File: src/rtl/bit_serial_adder.sv
// Bit-serial ripple adder: one full-adder slice plus a carry flop, WIDTH clocks per add.
// Operands enter and the result leaves over independent valid/ready handshakes.
module bit_serial_adder #(
  parameter int WIDTH = 4
) (
  input  logic             clk,
  input  logic             rst_n,
  input  logic             in_valid,
  output logic             in_ready,
  input  logic [WIDTH-1:0] a,
  input  logic [WIDTH-1:0] b,
  input  logic             cin,
  output logic             out_valid,
  input  logic             out_ready,
  output logic [WIDTH-1:0] sum,
  output logic             cout,
  output logic             busy
);
  localparam int CW = (WIDTH > 1) ? $clog2(WIDTH) : 1;

  typedef enum logic [1:0] {IDLE, SHIFT, DONE} state_e;

  state_e           state_q;
  logic [WIDTH-1:0] a_sh_q, b_sh_q, sum_q;
  logic [WIDTH-2:0] psum_q;
  logic [CW-1:0]    cnt_q;
  logic             c_q, cout_q, out_valid_q;

  logic             s_d, c_d;
  logic [WIDTH-1:0] full_d;

  assign s_d    = a_sh_q[0] ^ b_sh_q[0] ^ c_q;
  assign c_d    = (a_sh_q[0] & b_sh_q[0]) | (a_sh_q[0] & c_q) | (b_sh_q[0] & c_q);
  // New bit enters at the MSB, so after WIDTH shifts bit 0 sits at the LSB.
  assign full_d = {s_d, psum_q};

  always_ff @(posedge clk or negedge rst_n) begin
    if (!rst_n) begin
      state_q     <= IDLE;
      a_sh_q      <= '0;
      b_sh_q      <= '0;
      psum_q      <= '0;
      sum_q       <= '0;
      cnt_q       <= '0;
      c_q         <= 1'b0;
      cout_q      <= 1'b0;
      out_valid_q <= 1'b0;
    end else begin
      case (state_q)
        IDLE: begin
          if (in_valid) begin
            a_sh_q  <= a;
            b_sh_q  <= b;
            c_q     <= cin;
            cnt_q   <= '0;
            state_q <= SHIFT;
          end
        end
        SHIFT: begin
          c_q    <= c_d;
          psum_q <= full_d[WIDTH-1:1];
          a_sh_q <= a_sh_q >> 1;
          b_sh_q <= b_sh_q >> 1;
          cnt_q  <= cnt_q + CW'(1);
          if (cnt_q == CW'(WIDTH - 1)) begin
            sum_q       <= full_d;
            cout_q      <= c_d;
            out_valid_q <= 1'b1;
            state_q     <= DONE;
          end
        end
        DONE: begin
          if (out_ready) begin
            out_valid_q <= 1'b0;
            state_q     <= IDLE;
          end
        end
        default: state_q <= IDLE;
      endcase
    end
  end

  // rst_n gating keeps in_ready low throughout reset even though state reads IDLE.
  assign in_ready  = rst_n & (state_q == IDLE);
  assign busy      = (state_q != IDLE);
  assign out_valid = out_valid_q;
  assign sum       = sum_q;
  assign cout      = cout_q;

endmodule

File: config.mk
export PLATFORM = sky130hd
export DESIGN_NAME = bit_serial_adder
export DESIGN_NICKNAME = d
export VERILOG_FILES = /design/src/rtl/bit_serial_adder.sv
export SDC_FILE = /design/constraint.sdc
export NUM_CORES = 1
export LEC_CHECK = 0
export ABC_AREA = 1
export ABC_CLOCK_PERIOD_IN_PS = 1500
export CAP_MARGIN = 10
export CORE_MARGIN = 10
export CORE_UTILIZATION = 53
export CTS_BUF_LIST = sky130_fd_sc_hd__clkbuf_4
export CTS_CLUSTER_SIZE = 28
export DETAILED_ROUTE_END_ITERATION = 16
export GPL_TIMING_DRIVEN = 1
export PLACE_DENSITY = 0.81
export SYNTH_ARGS = -nofsm -noshare
export SYNTH_HDL_FRONTEND = slang
export SYNTH_SLANG_ARGS = --single-unit
File: constraint.sdc
create_clock -name clk -period 1.5 [get_ports clk]
set_clock_uncertainty 0.2 [all_clocks]
set_input_delay 0.3 -clock clk [delete_from_list [all_inputs] [get_ports clk]]
set_output_delay 0.3 -clock clk [all_outputs]
set_load 0.005 [all_outputs]
==> run metrics, run 1 <==
syn_area_per_cell=9.00 µm²; post-synthesis sequential area ratio=0.493; area growth from synthesis to layout=33.5%; Slew Limit Fails=0; Root Buffer=clkbuf_4; Required @ worst endpoint=1.00 ns; placed insts=176; final cell count without fillers=188; status=complete, but fails checks; Worst Tran Pin Value=0.304 ns; crit path from=state_q[1]$_DFFE_PN0P_; Initial Utilization=0.563; Yosys top cell by area=dfrtp_1; Clock Sinks=22; Cell variety after synth=18; r2r endpoint=cnt_q[1]$_DFFE_PN0P_; worst slack, placed=-0.427 ns; CTS clk-pin slew, worst paths=0.11 ns; largest net degree at the start of global routing=23; first drt pass iteration count=4; Total GRT Usage=0.108; worst r2r src=state_q[1]$_DFFE_PN0P_; CTS tree=built; Worst slew margin=0.795; Lkg Pwr=0.806 nW; worst hold-check path type=flip-flop to flip-flop; die width=65.9 µm; failing checks=setup timing; H-Tree Depth=1; CP Launch Type=flip-flop; Synth top area share=0.493; RSZ-0062 raised after global routing=true; FMAX=641 MHz; ranking of synthesized cells by area=dfrtp_1 49%, nand2_1 14%, inv_1 6.4%, nand2_4 6.1%, o21ai_2 3.9%; Max VDD drop=1150 µV; syn_nets=139; slowest stage delay, CP=0.42 ns; worst-case reg-to-reg path depth=7; Pwr Density=2120 nW/µm²; Die Span Y=65.9 µm; end of the critical path=in_ready; GP Congestion=0.745; Critical Path AT=1.06 ns; via count=919; Core ar.=1980 µm²; CTS buffer count=3; Max Cap Viol=0; critical path peak fanout=3; Multi-input gate area=477 µm²; clock latency on the worst-skew pair=0.30 ns; via-per-instance ratio=4.89; Crit. End Element=output port; worst-path cell chain=inv_2 -> nand2_4 -> nor2_1 -> buf_2; GRT overflow=0; vias in the first global route=875; DRC viols=0; count of input and output buffers=20; DP Area=1380 µm²; Initial DRC Count=34; Clock Tree Buf Depth=2; Fill cells=143; total die area=4340 µm²; minimum clock period after layout=1.56 ns; register area=551 µm²; Seq cells post-synth=22; share of layout cells above drive strength 1=0.286; Final Power=0.00316 W; setup tns final=-0.0609 ns; final wirelength=2420 µm; Synthesis Warnings=0; number of diodes=0; CP Class=flip-flop to output port; Final Hold Fails=0; first-pass GRT wire length=3850 µm; Ports=21; Critical-path top delay cell=dfrtp_1; initial antenna violation count=0; HPWL after DPL=1620 µm; Post-Syn Instances=124; Core Rows=16; Final period util=1.04; final setup fails=1; r2r setup slk=0.02 ns; final worst-path setup slack=-0.0609 ns; Final Cell Area=1490 µm²; NumNets Final=178; remaining antenna violation count=0; Syn Std Cell Area=1120 µm²; routed len/inst=12.9 µm
## cell usage in the layout (no fill, tap or decap), types with 3 or more instances in the layout
| cell | netlist | layout |
|---|---|---|
| dlygate4sd2_1 | 0 | 6 |
| nand2_2 | 4 | 4 |
| clkdlybuf4s50_1 | 0 | 11 |
| dfrtp_1 | 22 | 22 |
| inv_2 | 1 | 3 |
| nand3_1 | 5 | 5 |
| buf_4 | 1 | 15 |
| nand3_2 | 4 | 4 |
| nand2_4 | 6 | 7 |
| o21ai_2 | 5 | 5 |
| inv_1 | 19 | 17 |
| nand2_1 | 41 | 40 |
| clkbuf_4 | 0 | 3 |
| o21ai_1 | 5 | 5 |
## per-stage QoR
stage | hold WS [ns] | util
floorplan | -0.196 | -
global placement | 0.255 | 0.694
detailed placement | 0.258 | 0.694
CTS | 0.281 | 0.722
global route | 0.310 | 0.752
finish | 0.277 | 0.752
## where the power goes
group / leakage, nW / internal, W / switching, W / total [W]
combinational: 0.520 / 0.000850 / 0.000998 / 0.00185
sequential: 0.272 / 0.000875 / 0.000173 / 0.00105
clock: 0.0138 / 0.0000934 / 0.000171 / 0.000264
total: 0.806 / 0.00182 / 0.00134 / 0.00316
## registers in the layout, summed over array words and instances (netlist names)
name	cells
a_sh_q	4
b_sh_q	4
c_q	1
cnt_q	2
cout	1
out_valid	1
psum_q	3
state_q	2
sum	4
## Yosys cell counts (all sizes together)
cell type and n:
o31ai 1, nor2 3, nand2 51, fa 1, ha 1, a21oi 2
nand3 9, buf 4, inv 20, dfrtp 22, o21ai 10
## layer usage
| layer | GRT usage | wire (µm) |
|---|---|---|
| met3 | 0.0322 | 135 |
| met5 | 0 | 0 |
| met1 | 0.140 | 1060 |
| met2 | 0.171 | 1200 |
| met4 | 0.0241 | 25 |
## cells by family (layout without fill, tap and decap cells)
kind of cell | Yosys count | count (layout) | share of synthesized area
and+or+nand+nor | 63 | 64 | 0.296
buffers and inverters | 24 | 60 | 0.104
DFF | 22 | 22 | 0.493
AOI/OAI and AO/OA | 13 | 13 | 0.0774
adders and majority gates | 2 | 2 | 0.0291
## critical path: cells and delay by family (launching register included)
family        cells  cell delay (ns)
flops             1             0.42
buf+inv           2             0.21
simple gates      2             0.13
## worst min-delay path by stage
| stage | start | to | slack [ns] | cells past startpoint |
|---|---|---|---|---|
| 6_report | sum[0]$_DFFE_PN0P_ | sum[0]$_DFFE_PN0P_ | 0.28 | 2 |
| 5_1_grt | sum[0]$_DFFE_PN0P_ | sum[0]$_DFFE_PN0P_ | 0.31 | 2 |
| 4_1_cts | sum[0]$_DFFE_PN0P_ | sum[0]$_DFFE_PN0P_ | 0.28 | 2 |
| 3_5_place_dp | sum[0]$_DFFE_PN0P_ | sum[0]$_DFFE_PN0P_ | 0.26 | 2 |
| 3_3_place_gp | out_valid$_DFFE_PN0P_ | out_valid$_DFFE_PN0P_ | 0.26 | 2 |
| 2_1_floorplan | rst_n | a_sh_q[0]$_DFFE_PN0P_ | -0.20 | 0 |
## what timing repair did
action,4_1_cts,5_1_grt
cloned,0,1
resized for setup,17,5
setup endpoints to repair,8,11
endpoints found under the hold margin,22,0
buffers inserted,5,3
hold buffers,1,0
## area by class of cell
| cell class | instances | share of cell area |
|---|---|---|
| repair buffers | 37 | 0.223 |
| multi-input cells | 79 | 0.320 |
| well taps | 27 | 0.0227 |
| clock buffers | 3 | 0.0151 |
| inverters | 20 | 0.0504 |
| flip-flops and latches | 22 | 0.369 |
No activity file was read; power rests on OpenSTA's default activity.
==> run 2: changes to the inputs <==
ABC_CLOCK_PERIOD_IN_PS = 1580   (was 1500)
TNS_END_PERCENT = 50   (was unset)
clock period = 1.58 ns   (was 1.5 ns; I/O delays follow)
==> run metrics, run 2 (same netlist as run 1, synthesis figures left out) <==
critical path peak fanout=2 (was 3); first-pass GRT wire length=3880 µm (was 3850 µm); share of layout cells above drive strength 1=0.252 (was 0.286); Worst Tran Pin Value=0.277 ns (was 0.304 ns); status=completed (was complete, but fails checks); total die area=4340 µm² (unchanged); initial antenna violation count=0 (unchanged); DP Area=1360 µm² (was 1380 µm²); Final Hold Fails=0 (unchanged); Ports=21 (unchanged); Root Buffer=clkbuf_4 (unchanged); via count=847 (was 919); number of diodes=0 (unchanged); CP Class=primary input to output port (was flip-flop to output port); Seq pwr share=0.362 (was 0.331); setup tns final=0 ns (was -0.0609 ns); total net switching power=0.00114 W (was 0.00134 W); vias in the first global route=917 (was 875); Core ar.=1980 µm² (unchanged); Core Rows=16 (unchanged); final setup fails=0 (was 1); Max VDD drop=1180 µV (was 1150 µV); Pwr Density=1930 nW/µm² (was 2120 nW/µm²); Max Cap Viol=0 (unchanged); leading cell types in the layout, fill and taps excluded=40 x nand2_1, 22 x dfrtp_1, 18 x inv_1 (was 40 x nand2_1, 22 x dfrtp_1, 17 x inv_1); NumNets Final=171 (was 178); count of input and output buffers=20 (unchanged); Final period util=0.996; clock latency on the worst-skew pair=0.30 ns (about the same); DRC viols=0 (unchanged); CP Launch Type=primary input (was flip-flop); worst slack, placed=-0.382 ns (was -0.427 ns); Multi-input gate area=452 µm² (was 477 µm²); Crit. End Element=output port (unchanged); Clock Sinks=22 (unchanged); Critical Path AT=1.06 ns (about the same); Initial Utilization=0.563 (unchanged); commonest non-fill, non-tap cell in the layout=nand2_1 (unchanged); area growth from synthesis to layout=25.7% (was 33.5%); Worst slew margin=0.815 (was 0.795); Lkg Pwr=0.764 nW (was 0.806 nW); Final Power=0.00270 W (was 0.00316 W); Fill cells=161 (was 143); GP Congestion=0.762 (was 0.745); Final Cell Area=1400 µm² (was 1490 µm²); Total GRT Usage=0.109 (was 0.108); routed len/inst=11.6 µm (was 12.9 µm); Required @ worst endpoint=1.06 ns (was 1.00 ns); FMAX=636 MHz; minimum clock period after layout=1.57 ns; CTS tree=built (unchanged); hold buffers post-CTS=0 (was 1); H-Tree Depth=1 (unchanged); GRT overflow=0 (unchanged); via-per-instance ratio=4.65 (was 4.89); P_int=0.00156 W (was 0.00182 W); CTS buffer count=3 (unchanged); final worst-path setup slack=0.00657 ns (was -0.0609 ns); final wirelength=2110 µm (was 2420 µm); largest net degree at the start of global routing=23 (unchanged); Comb pwr share=0.543 (was 0.585); Clock Tree Buf Depth=2 (unchanged); worst hold-check path type=primary input to asynchronous set/reset pin (was flip-flop to flip-flop); Slew Limit Fails=0 (unchanged); r2r setup slk=0.10 ns (was 0.02 ns); Initial DRC Count=18 (was 34); Sw Ratio=0.423 (was 0.425); HPWL after DPL=1560 µm (was 1620 µm); RSZ-0062 raised after global routing=true (unchanged); register area=551 µm² (unchanged); CTS clk-pin slew, worst paths=0.12 ns (was 0.11 ns); Die Span Y=65.9 µm (unchanged); first drt pass iteration count=4 (unchanged); worst hold margin=0.218 ns (was 0.277 ns); Clk pwr share=0.095 (was 0.084); die width=65.9 µm (unchanged); remaining antenna violation count=0 (unchanged)
## run 2: changes by cell type in the layout (fill, tap and decap cells not counted), sizes merged
| cell | previous run | this run |
|---|---|---|
| clkbuf | 3 | 4 |
| dlygate4sd3 | 1 | 0 |
| buf | 18 | 12 |
| clkinv | 0 | 1 |
| clkdlybuf4s15 | 1 | 0 |
| clkdlybuf4s50 | 11 | 12 |
| nand2 | 52 | 51 |
## run 2: worst max-delay path, cell delays in order
cell and delay (ns):
clkdlybuf4s50_1 0.50, inv_1 0.05, nor2_1 0.08, buf_2 0.12
## run 2: final timing paths
path	from	end	cells after the start
min in group clk	sum[0]$_DFFE_PN0P_	sum[0]$_DFFE_PN0P_	2
max in group asynchronous	rst_n	a_sh_q[2]$_DFFE_PN0P_	2
worst max register to register	state_q[1]$_DFFE_PN0P_	a_sh_q[2]$_DFFE_PN0P_	7
worst min register to register	sum[0]$_DFFE_PN0P_	sum[0]$_DFFE_PN0P_	2
worst max-delay path	rst_n	in_ready	4
worst min-delay path	rst_n	psum_q[1]$_DFFE_PN0N_	2
## run 2: metrics by stage
step / util / instances
3_3_place_gp: 0.687 / 174
6_report: 0.708 / 182
3_5_place_dp: 0.687 / 174
5_1_grt: 0.708 / 182
2_1_floorplan: - / 124
4_1_cts: 0.707 / 181
## run 2: repair_timing
| item | CTS | global route |
|---|---|---|
| resized for setup | 9 | 6 |
| setup buffers | 3 | 1 |
| endpoints found under the hold margin | 0 | 0 |
| pin swaps | 0 | 2 |
| setup endpoints to repair | 8 | 2 |
## run 2: layout make-up
| type | count | area share |
|---|---|---|
| inverter | 20 | 0.0535 |
| multi-input combinational | 78 | 0.322 |
| clock buffer | 3 | 0.0161 |
| tap | 27 | 0.0241 |
| clock inverter | 1 | 0.00268 |
| timing repair buffer | 31 | 0.189 |
| sequential | 22 | 0.393 |
## run 2: per-layer routing
metal	track usage	vias to the layer above	share of wire
li1	-	436	-
met1	0.131	387	0.49
met2	0.186	20	0.45
met3	0.0254	4	0.042
met4	0.0321	0	0.011
met5	0	-	0
## run 2: power by group through the flow
stage | logic, W | registers, W | clock network (W)
after floorplan | 0.00105 | 0.000990 | 0
after global placement | 0.00143 | 0.000985 | 0
after detailed placement | 0.00148 | 0.00100 | 0
after CTS | 0.00148 | 0.000978 | 0.000262
after global routing | 0.00169 | 0.00101 | 0.000293
final | 0.00147 | 0.000977 | 0.000256
